$ cat src/rtl/ncpu32k_wb_rr_arbiter_pkg.sv
// Shared definitions for the writeback round-robin arbiter: tag layout and
// functional-unit way indices (bit order of the per-FU vectors).
package ncpu32k_wb_rr_arbiter_pkg;

    // Tag layout: {branch_op, exc[3:0]}
    localparam int TAG_EXC_W     = 4;
    localparam int TAG_BRANCH_OP = 4;

    typedef struct packed {
        logic                 branch_op;
        logic [TAG_EXC_W-1:0] exc;
    } wb_tag_t;

    // Writeback way indices; way 0 is the reset-time highest priority
    localparam int WB_WAY_EPU = 0;
    localparam int WB_WAY_ALU = 1;
    localparam int WB_WAY_LPU = 2;
    localparam int WB_WAY_AGU = 3;
    localparam int WB_WAY_FPU = 4;

endpackage

$ cat src/rtl/ncpu32k_wb_rr_arbiter_if.sv
// Writeback bus between the functional units, the arbiter and the ROB.
// "slave" is the arbiter's view; "master" is the FU/ROB environment's view.
interface ncpu32k_wb_rr_arbiter_if
    import ncpu32k_wb_rr_arbiter_pkg::*;
#(
    parameter int WAYS      = 5,
    parameter int DW        = 32,
    parameter int TAG_WIDTH = 5,
    parameter int ID_WIDTH  = 4
);
    // Functional-unit side
    logic [WAYS-1:0]           fu_wb_BVALID;
    logic [WAYS-1:0]           fu_wb_BREADY;
    logic [WAYS*DW-1:0]        fu_wb_BDATA;
    logic [WAYS*TAG_WIDTH-1:0] fu_wb_BTAG;
    logic [WAYS*ID_WIDTH-1:0]  fu_wb_id;

    // ROB side
    logic                      rob_wb_BVALID;
    logic                      rob_wb_BREADY;
    logic [DW-1:0]             rob_wb_BDATA;
    logic [TAG_WIDTH-1:0]      rob_wb_BTAG;
    logic [ID_WIDTH-1:0]       rob_wb_id;
    logic [WAYS-1:0]           rob_wb_way;

    modport slave (
        input  fu_wb_BVALID, fu_wb_BDATA, fu_wb_BTAG, fu_wb_id, rob_wb_BREADY,
        output fu_wb_BREADY, rob_wb_BVALID, rob_wb_BDATA, rob_wb_BTAG,
               rob_wb_id, rob_wb_way
    );

    modport master (
        output fu_wb_BVALID, fu_wb_BDATA, fu_wb_BTAG, fu_wb_id, rob_wb_BREADY,
        input  fu_wb_BREADY, rob_wb_BVALID, rob_wb_BDATA, rob_wb_BTAG,
               rob_wb_id, rob_wb_way
    );

endinterface

$ cat src/rtl/ncpu32k_wb_rr_arbiter_pick.sv
// Combinational one-hot round-robin picker. The request vector is doubled so
// that the search starting at the priority bit wraps around naturally; the
// subtraction clears the first request at or above prio and the AND keeps it.
module ncpu32k_rr_pick
    import ncpu32k_wb_rr_arbiter_pkg::*;
#(
    parameter int WAYS = 5
) (
    input  logic [WAYS-1:0] req,
    input  logic [WAYS-1:0] prio,
    output logic [WAYS-1:0] gnt
);

    logic [2*WAYS-1:0] dbl_req_s;
    logic [2*WAYS-1:0] dbl_gnt_s;

    assign dbl_req_s = {req, req};
    assign dbl_gnt_s = dbl_req_s & ~(dbl_req_s - {{WAYS{1'b0}}, prio});
    assign gnt       = dbl_gnt_s[WAYS-1:0] | dbl_gnt_s[2*WAYS-1:WAYS];

endmodule

$ cat src/rtl/ncpu32k_wb_rr_arbiter.sv
// Writeback-stage arbiter: picks one FU result per cycle with round-robin
// fairness and registers it into a single output stage feeding the ROB
// write port and the bypass network.
module ncpu32k_wb_rr_arbiter
    import ncpu32k_wb_rr_arbiter_pkg::*;
#(
    parameter int WAYS      = 5,
    parameter int DW        = 32,
    parameter int TAG_WIDTH = 5,
    parameter int ID_WIDTH  = 4
) (
    input  logic                   clk,
    input  logic                   rst,
    input  logic                   flush,
    ncpu32k_wb_rr_arbiter_if.slave bus
);

    localparam logic [WAYS-1:0] PRIO_RST = WAYS'(1) << WB_WAY_EPU;

    logic [WAYS-1:0]      prio_ptr_r;
    logic [WAYS-1:0]      gnt_s;
    logic [WAYS-1:0]      fu_bready_s;
    logic                 out_free_s;
    logic                 grant_en_s;
    logic                 accept_s;

    logic [DW-1:0]        sel_data_s;
    logic [TAG_WIDTH-1:0] sel_tag_s;
    logic [ID_WIDTH-1:0]  sel_id_s;

    logic                 rob_valid_r;
    logic [DW-1:0]        rob_data_r;
    logic [TAG_WIDTH-1:0] rob_tag_r;
    logic [ID_WIDTH-1:0]  rob_id_r;
    logic [WAYS-1:0]      rob_way_r;

    ncpu32k_rr_pick #(
        .WAYS (WAYS)
    ) u_pick (
        .req  (bus.fu_wb_BVALID),
        .prio (prio_ptr_r),
        .gnt  (gnt_s)
    );

    // The output stage can take a new beat when empty or draining this cycle;
    // reset and flush suppress any grant so nothing is lost from an FU.
    assign out_free_s  = ~rob_valid_r | bus.rob_wb_BREADY;
    assign grant_en_s  = out_free_s & ~flush & ~rst;
    assign fu_bready_s = grant_en_s ? gnt_s : {WAYS{1'b0}};
    assign accept_s    = |fu_bready_s;

    assign bus.fu_wb_BREADY  = fu_bready_s;
    assign bus.rob_wb_BVALID = rob_valid_r;
    assign bus.rob_wb_BDATA  = rob_data_r;
    assign bus.rob_wb_BTAG   = rob_tag_r;
    assign bus.rob_wb_id     = rob_id_r;
    assign bus.rob_wb_way    = rob_way_r;

    // One-hot AND-OR mux of the granted way's payload.
    always_comb begin
        sel_data_s = {DW{1'b0}};
        sel_tag_s  = {TAG_WIDTH{1'b0}};
        sel_id_s   = {ID_WIDTH{1'b0}};
        for (int i = 0; i < WAYS; i++) begin
            sel_data_s = sel_data_s | (bus.fu_wb_BDATA[i*DW +: DW] & {DW{gnt_s[i]}});
            sel_tag_s  = sel_tag_s  | (bus.fu_wb_BTAG[i*TAG_WIDTH +: TAG_WIDTH] & {TAG_WIDTH{gnt_s[i]}});
            sel_id_s   = sel_id_s   | (bus.fu_wb_id[i*ID_WIDTH +: ID_WIDTH] & {ID_WIDTH{gnt_s[i]}});
        end
    end

    // Priority pointer moves to the way just after the accepted one.
    always_ff @(posedge clk) begin
        if (rst) begin
            prio_ptr_r <= PRIO_RST;
        end else if (accept_s) begin
            prio_ptr_r <= {fu_bready_s[WAYS-2:0], fu_bready_s[WAYS-1]};
        end else begin
            prio_ptr_r <= prio_ptr_r;
        end
    end

    // Output stage: load on accept, empty on ROB take or flush, else hold.
    always_ff @(posedge clk) begin
        if (rst) begin
            rob_valid_r <= 1'b0;
            rob_data_r  <= {DW{1'b0}};
            rob_tag_r   <= {TAG_WIDTH{1'b0}};
            rob_id_r    <= {ID_WIDTH{1'b0}};
            rob_way_r   <= {WAYS{1'b0}};
        end else if (flush) begin
            rob_valid_r <= 1'b0;
        end else if (accept_s) begin
            rob_valid_r <= 1'b1;
            rob_data_r  <= sel_data_s;
            rob_tag_r   <= sel_tag_s;
            rob_id_r    <= sel_id_s;
            rob_way_r   <= fu_bready_s;
        end else if (bus.rob_wb_BREADY) begin
            rob_valid_r <= 1'b0;
        end else begin
            rob_valid_r <= rob_valid_r;
        end
    end

endmodule
$ cat src/flat_wrapper.sv
// flat-port wrapper written by rule: the top's interface ports become plain ports
module ncpu32k_wb_rr_arbiter_flat import ncpu32k_wb_rr_arbiter_pkg::*;
#(
    parameter int WAYS      = 5,
    parameter int DW        = 32,
    parameter int TAG_WIDTH = 5,
    parameter int ID_WIDTH  = 4
)
  (clk, rst, flush, bus_fu_wb_BVALID, bus_fu_wb_BDATA, bus_fu_wb_BTAG, bus_fu_wb_id, bus_rob_wb_BREADY, bus_fu_wb_BREADY, bus_rob_wb_BVALID, bus_rob_wb_BDATA, bus_rob_wb_BTAG, bus_rob_wb_id, bus_rob_wb_way);
  ncpu32k_wb_rr_arbiter_if #(.WAYS(WAYS), .DW(DW), .TAG_WIDTH(TAG_WIDTH), .ID_WIDTH(ID_WIDTH)) bus_i ();
  input  logic clk;
  input  logic rst;
  input  logic flush;
  input wire logic [$bits(bus_i.fu_wb_BVALID)-1:0] bus_fu_wb_BVALID;
  input wire logic [$bits(bus_i.fu_wb_BDATA)-1:0] bus_fu_wb_BDATA;
  input wire logic [$bits(bus_i.fu_wb_BTAG)-1:0] bus_fu_wb_BTAG;
  input wire logic [$bits(bus_i.fu_wb_id)-1:0] bus_fu_wb_id;
  input wire logic [$bits(bus_i.rob_wb_BREADY)-1:0] bus_rob_wb_BREADY;
  output wire logic [$bits(bus_i.fu_wb_BREADY)-1:0] bus_fu_wb_BREADY;
  output wire logic [$bits(bus_i.rob_wb_BVALID)-1:0] bus_rob_wb_BVALID;
  output wire logic [$bits(bus_i.rob_wb_BDATA)-1:0] bus_rob_wb_BDATA;
  output wire logic [$bits(bus_i.rob_wb_BTAG)-1:0] bus_rob_wb_BTAG;
  output wire logic [$bits(bus_i.rob_wb_id)-1:0] bus_rob_wb_id;
  output wire logic [$bits(bus_i.rob_wb_way)-1:0] bus_rob_wb_way;
  assign bus_i.fu_wb_BVALID = bus_fu_wb_BVALID;
  assign bus_i.fu_wb_BDATA = bus_fu_wb_BDATA;
  assign bus_i.fu_wb_BTAG = bus_fu_wb_BTAG;
  assign bus_i.fu_wb_id = bus_fu_wb_id;
  assign bus_i.rob_wb_BREADY = bus_rob_wb_BREADY;
  assign bus_fu_wb_BREADY = bus_i.fu_wb_BREADY;
  assign bus_rob_wb_BVALID = bus_i.rob_wb_BVALID;
  assign bus_rob_wb_BDATA = bus_i.rob_wb_BDATA;
  assign bus_rob_wb_BTAG = bus_i.rob_wb_BTAG;
  assign bus_rob_wb_id = bus_i.rob_wb_id;
  assign bus_rob_wb_way = bus_i.rob_wb_way;
  ncpu32k_wb_rr_arbiter #(.WAYS(WAYS), .DW(DW), .TAG_WIDTH(TAG_WIDTH), .ID_WIDTH(ID_WIDTH)) u_core (.clk(clk), .rst(rst), .flush(flush), .bus(bus_i));
endmodule
$ cat config.mk
export PLATFORM = sky130hd
export DESIGN_NAME = ncpu32k_wb_rr_arbiter_flat
export DESIGN_NICKNAME = d
export VERILOG_FILES = /design/src/rtl/ncpu32k_wb_rr_arbiter_pkg.sv /design/src/rtl/ncpu32k_wb_rr_arbiter_if.sv /design/src/rtl/ncpu32k_wb_rr_arbiter_pick.sv /design/src/rtl/ncpu32k_wb_rr_arbiter.sv /design/src/flat_wrapper.sv
export SDC_FILE = /design/constraint.sdc
export NUM_CORES = 1
export LEC_CHECK = 0
export ABC_AREA = 1
export BUFFER_PORTS_ARGS = -buffer_cell sky130_fd_sc_hd__buf_2
export CAP_MARGIN = 20
export CORE_MARGIN = 3
export CORE_UTILIZATION = 44
export DETAILED_ROUTE_END_ITERATION = 16
export HOLD_SLACK_MARGIN = 0.02
export PLACE_DENSITY_LB_ADDON = 0.25
export SLEW_MARGIN = 5
export SYNTH_ARGS = -nofsm -noshare
export SYNTH_HDL_FRONTEND = slang
export SYNTH_SLANG_ARGS = --single-unit
$ cat constraint.sdc
create_clock -name clk -period 2.8 [get_ports clk]
set_clock_uncertainty 0.05 [all_clocks]
set_input_delay 0.56 -clock clk [delete_from_list [all_inputs] [get_ports clk]]
set_output_delay 0.56 -clock clk [all_outputs]
set_load 0.03 [all_outputs]
# After elaboration in Yosys (flattened, before gate mapping)
# Cells that the tools add are included.
# word_totals
output_inout_bits	52
in_bits	214
reg_bits	52
# classes
n_addsub	1
mux	3
n_reduce_logical	4
n_bitwise	36
# op_table
op	n
AND 32 bit	5
bitwise OR 32 bit	4
AND 5 bit	5
bitwise OR 5 bit	5
AND 4 bit	5
bitwise OR 4 bit	4
AND 10 bit	1
NOT 10 bit	1
subtractor 10 x 5 -> 10 bit	1
2-to-1 mux 5 bit	1
OR reduction 5 bit	1
NOT 1 bit	3
AND 1 bit	2
2-to-1 mux 1 bit	2
AND reduction 2 bit	1
nonzero test 2 bit	1
OR reduction 2 bit	1
bitwise OR 1 bit	1

# Logic depth before layout (Yosys ltp)
# depth
depth_word	9
ltp_mapped	18

# Cells and area by module
# A second synthesis with hierarchy kept.
# hier_totals
cells_unflattened	705
area_unflattened_um2	4045.1
# by_module_without_submodules
module	cells_per_inst	area_per_inst_um2	n_inst
ncpu32k_wb_rr_arbiter	635	3689.8	1
ncpu32k_rr_pick	70	355.3	1

# Worst setup path before layout
# OpenSTA, ideal clock, no wires.
# synth_timing
path_kind	in2out
start	in bus_fu_wb_BVALID[0]
end	out bus_fu_wb_BREADY[4]
arrival_time_ns	2.036
cell_stages	13
slack_ns	0.154
required_ns	2.190
n_path_buf	1
cell_sequence	buf_4 -> inv_2 -> nand2_2 -> fa_1 -> nand2_1 -> nand2_1 -> nand2_1 -> nand2_1 -> nand2_1 -> inv_1 -> nand2_1 -> nand3_1 -> inv_1
# synth_between
elab_chain_cells	5
# synth_rtl
element	line	text
from (decl)	flat_wrapper.sv:14	input wire logic [$bits(bus_i.fu_wb_BVALID)-1:0] bus_fu_wb_BVALID;
subtractor 10 x 5 -> 10 bit	ncpu32k_wb_rr_arbiter_pick.sv:18	assign dbl_gnt_s = dbl_req_s & ~(dbl_req_s - {{WAYS{1'b0}}, prio});
NOT 10 bit	ncpu32k_wb_rr_arbiter_pick.sv:18	
AND 10 bit	ncpu32k_wb_rr_arbiter_pick.sv:18	
bitwise OR 5 bit	ncpu32k_wb_rr_arbiter_pick.sv:19	assign gnt = dbl_gnt_s[WAYS-1:0] | dbl_gnt_s[2*WAYS-1:WAYS];
2-to-1 mux 5 bit	ncpu32k_wb_rr_arbiter.sv:49	assign fu_bready_s = grant_en_s ? gnt_s : {WAYS{1'b0}};
to (decl)	flat_wrapper.sv:19	output wire logic [$bits(bus_i.fu_wb_BREADY)-1:0] bus_fu_wb_BREADY;
# No other way between the ends.

# Worst setup path in the final report
# layout_timing
start	in bus_fu_wb_BVALID[0]
end	out bus_fu_wb_BREADY[3]
# The elaborated chain is that of the path after synthesis.

==> summary.md <==
| Metric | Value |
|---|---|
| Status | completed |
| Min Clock Period, post-route | 2660 ps |
| Global-route wire length before repair | 24900 um |
| Resized cells post-CTS | 0 |
| Worst-Skew Late Latency | 310 ps |
| Net count reported at finish | 1253 |
| Synth Instances | 791 |
| CORE AREA | 8980 um2 |
| Area leader, netlist | nand2_1 |
| CTS max path bufs | 2 |
| Syn Std Cell Area | 4190 um2 |
| Max Cap Viol | 0 |
| Max-slew violations | 0 |
| Number of fill cells | 926 |
| Std cell rows | 34 |
| # DRC | 0 |
| Critical Path End Type | primary output |
| Max rail drop VDD | 0.000264 V |
| Area share of the largest cell type after synthesis | 0.281 |
| Largest net degree at the start of global routing | 45 |
| Relative slew margins | 0.650 |
| CP cell instances | buf_2 -> inv_2 -> nand2_2 -> fa_1 -> nand2_1 -> nand2_1 -> nand3_1 -> nand2_1 -> nand3_2 -> nand3_2 -> inv_1 -> buf_2 |
| Overall Power | 3.17 mW |
| Top cells by area, synth | nand2_1, dfxtp_1, nand3_1 |
| Register area share after synthesis | 0.248 |
| Sink Count | 52 |
| RSZ-0062 raised after global routing | false |
| P_sw | 1.40 mW |
| Grt ovf | 0 |
| Critical-path top delay cell | fa_1 |
| Unique masters post-synth | 24 |
| Total number of vias | 5634 |
| WP data arrival | 2050 ps |
| Setup Slack @ Placement | 169 ps |
| Power Internal | 1.77 mW |
| Async S/R FF share, synth | 0 |
| Commonest non-fill, non-tap cell in the layout | nand2_1 |
| Hold Slack | 447 ps |
| CTS H-Tree Depth | 2 |
| Final HPWL DP | 12000 um |
| Ys Warns | 0 |
| Syn Area/Cell | 5.30 um2 |
| Hold-fix buffers, CTS | 0 |
| Antenna Nets Post-Route | 0 |
| Slew @ Worst Pin | 525 ps |
| Setup_tns | 0 ps |
| Max Fclk | 376 MHz |
| DIE WIDTH | 104 um |
| I/O Buffers | 265 |
| Layout area overhead | 37.9% |
| Leading cell types in the layout, fill and taps excluded | nand2_1, buf_2, nand3_1, nor2_1, inv_1 |
| Initial DRC count | 361 |
| Layout cell share with drive strength beyond 1 | 0.301 |
| CTS tree | yes |
| Total Wirelength | 15700 um |
| Ant diodes | 0 |
| Combinational power share | 0.526 |
| Most common cell on crit path | nand2_1 |
| Vias per cell | 4.85 |
| Wire length per cell | 13.5 um |
| Ys flop type | dfxtp_1 |
| Initial Utilization | 0.467 |
| Syn nets | 1010 |
| Setup-failing EPs final | 0 |
| Postcts setup bufs | 0 |
| Vias in the first global route | 5155 |
| Max incr delay on CP | 380 ps |
| Pwr dens | 548 nW/um2 |
| Num ports | 266 |
| Fin worst setup slack | 141 ps |
| TritonRoute pass-1 iters | 5 |
| Total Die Area | 10700 um2 |
| Final hold viol count | 0 |
| Pleak | 3.59 nW |
| Clock share of power | 0.180 |
| Sw Share | 0.441 |
| Die Ht | 104 um |
| Antenna violations before repair | 0 |
| Total track usage | 0.277 |
| Setup CP Type | in2out |
| Startpoint types | primary input |
| Synthesized flop and latch total | 52 |
| Crit share post-route | 0.950 |
| Post-synth EDFFs | 0 |
| Placer's final routability congestion estimate | 0.953 |
| TritonCTS buffer count | 5 |
| Worst EP required | 2190 ps |
| Root buffer cell | clkbuf_8 |
| Worst-path clk slew | 100 ps |
| HP Class | reg2reg |
| Seq pwr share | 0.293 |
| CP Max Fanout | 4 |
[registers in the layout, summed over array words and instances (netlist names)]
name	flops
u_core.bus.rob_wb_BDATA	32
u_core.bus.rob_wb_id	4
u_core.prio_ptr_r	5
u_core.bus.rob_wb_BVALID	1
u_core.bus.rob_wb_way	5
u_core.bus.rob_wb_BTAG	5
[synth_stat cells, drive strengths merged, types with 2 or more instances]
| master | number |
|---|---|
| or2 | 2 |
| o21ai | 2 |
| nor2 | 138 |
| ha | 4 |
| nand3 | 143 |
| buf | 33 |
| clkbuf | 16 |
| dfxtp | 52 |
| nand2 | 320 |
| a21oi | 8 |
| inv | 68 |
[stage by stage]
stage | instances | instance area (um2) | utilization
2_1_floorplan | 791 | 4190 | -
3_3_place_gp | 1153 | 5650 | 0.629
3_5_place_dp | 1153 | 5650 | 0.629
4_1_cts | 1161 | 5780 | 0.643
5_1_grt | 1161 | 5780 | 0.644
6_report | 1161 | 5780 | 0.644
[path summary, 6_finish.rpt]
path	startpoint	to	slack [ps]	depth (start not counted)
max	bus_fu_wb_BVALID[0]	bus_fu_wb_BREADY[3]	140	12
min reg2reg	u_core.bus.rob_wb_way[2]	u_core.bus.rob_wb_way[2]	450	2
min	u_core.bus.rob_wb_way[2]	u_core.bus.rob_wb_way[2]	450	2
max reg2reg	u_core.prio_ptr_r[1]	u_core.bus.rob_wb_BDATA[27]	470	15
[area by class of cell]
class                   instances  area [um2]  area share
multi-input cells             621        2650       0.459
repair buffers                285        1540       0.266
flip-flops and latches         52        1040       0.180
inverters                      69         259      0.0448
well taps                     126         158      0.0273
clock buffers                   7        96.3      0.0167
clock inverters                 1        30.0     0.00520
[critical path: cells and delay by family]
family,cells,cell delay (ps)
and+or+nand+nor,7,600
adders and majority gates,1,380
buffers and inverters,4,500
[power by group through the flow]
| stage | registers [mW] | clock network [mW] | logic [mW] |
|---|---|---|---|
| global route | 0.943 | 0.610 | 1.86 |
| CTS | 0.929 | 0.587 | 1.66 |
| global placement | 0.941 | 0 | 1.64 |
| floorplan | 1.16 | 0 | 0.892 |
| detailed placement | 0.946 | 0 | 1.66 |
| finish | 0.929 | 0.571 | 1.67 |
[logic make-up (layout without fill, tap and decap cells)]
group	after synthesis	after routing	share of synthesized area
and+or+nand+nor	606	606	0.603
DFF	52	52	0.248
adders and majority gates	5	5	0.0167
buffers and inverters	118	362	0.120
AOI/OAI and AO/OA	10	10	0.0119
[layer usage]
| layer | global-route usage | share of wire | vias up |
|---|---|---|---|
| met5 | 0 | 0 | - |
| met4 | 0.0959 | 0.026 | 0 |
| met3 | 0.0504 | 0.087 | 30 |
| met2 | 0.497 | 0.50 | 271 |
| met1 | 0.333 | 0.39 | 2425 |
| li1 | - | - | 2908 |
No activity file was read; power rests on OpenSTA's default activity.
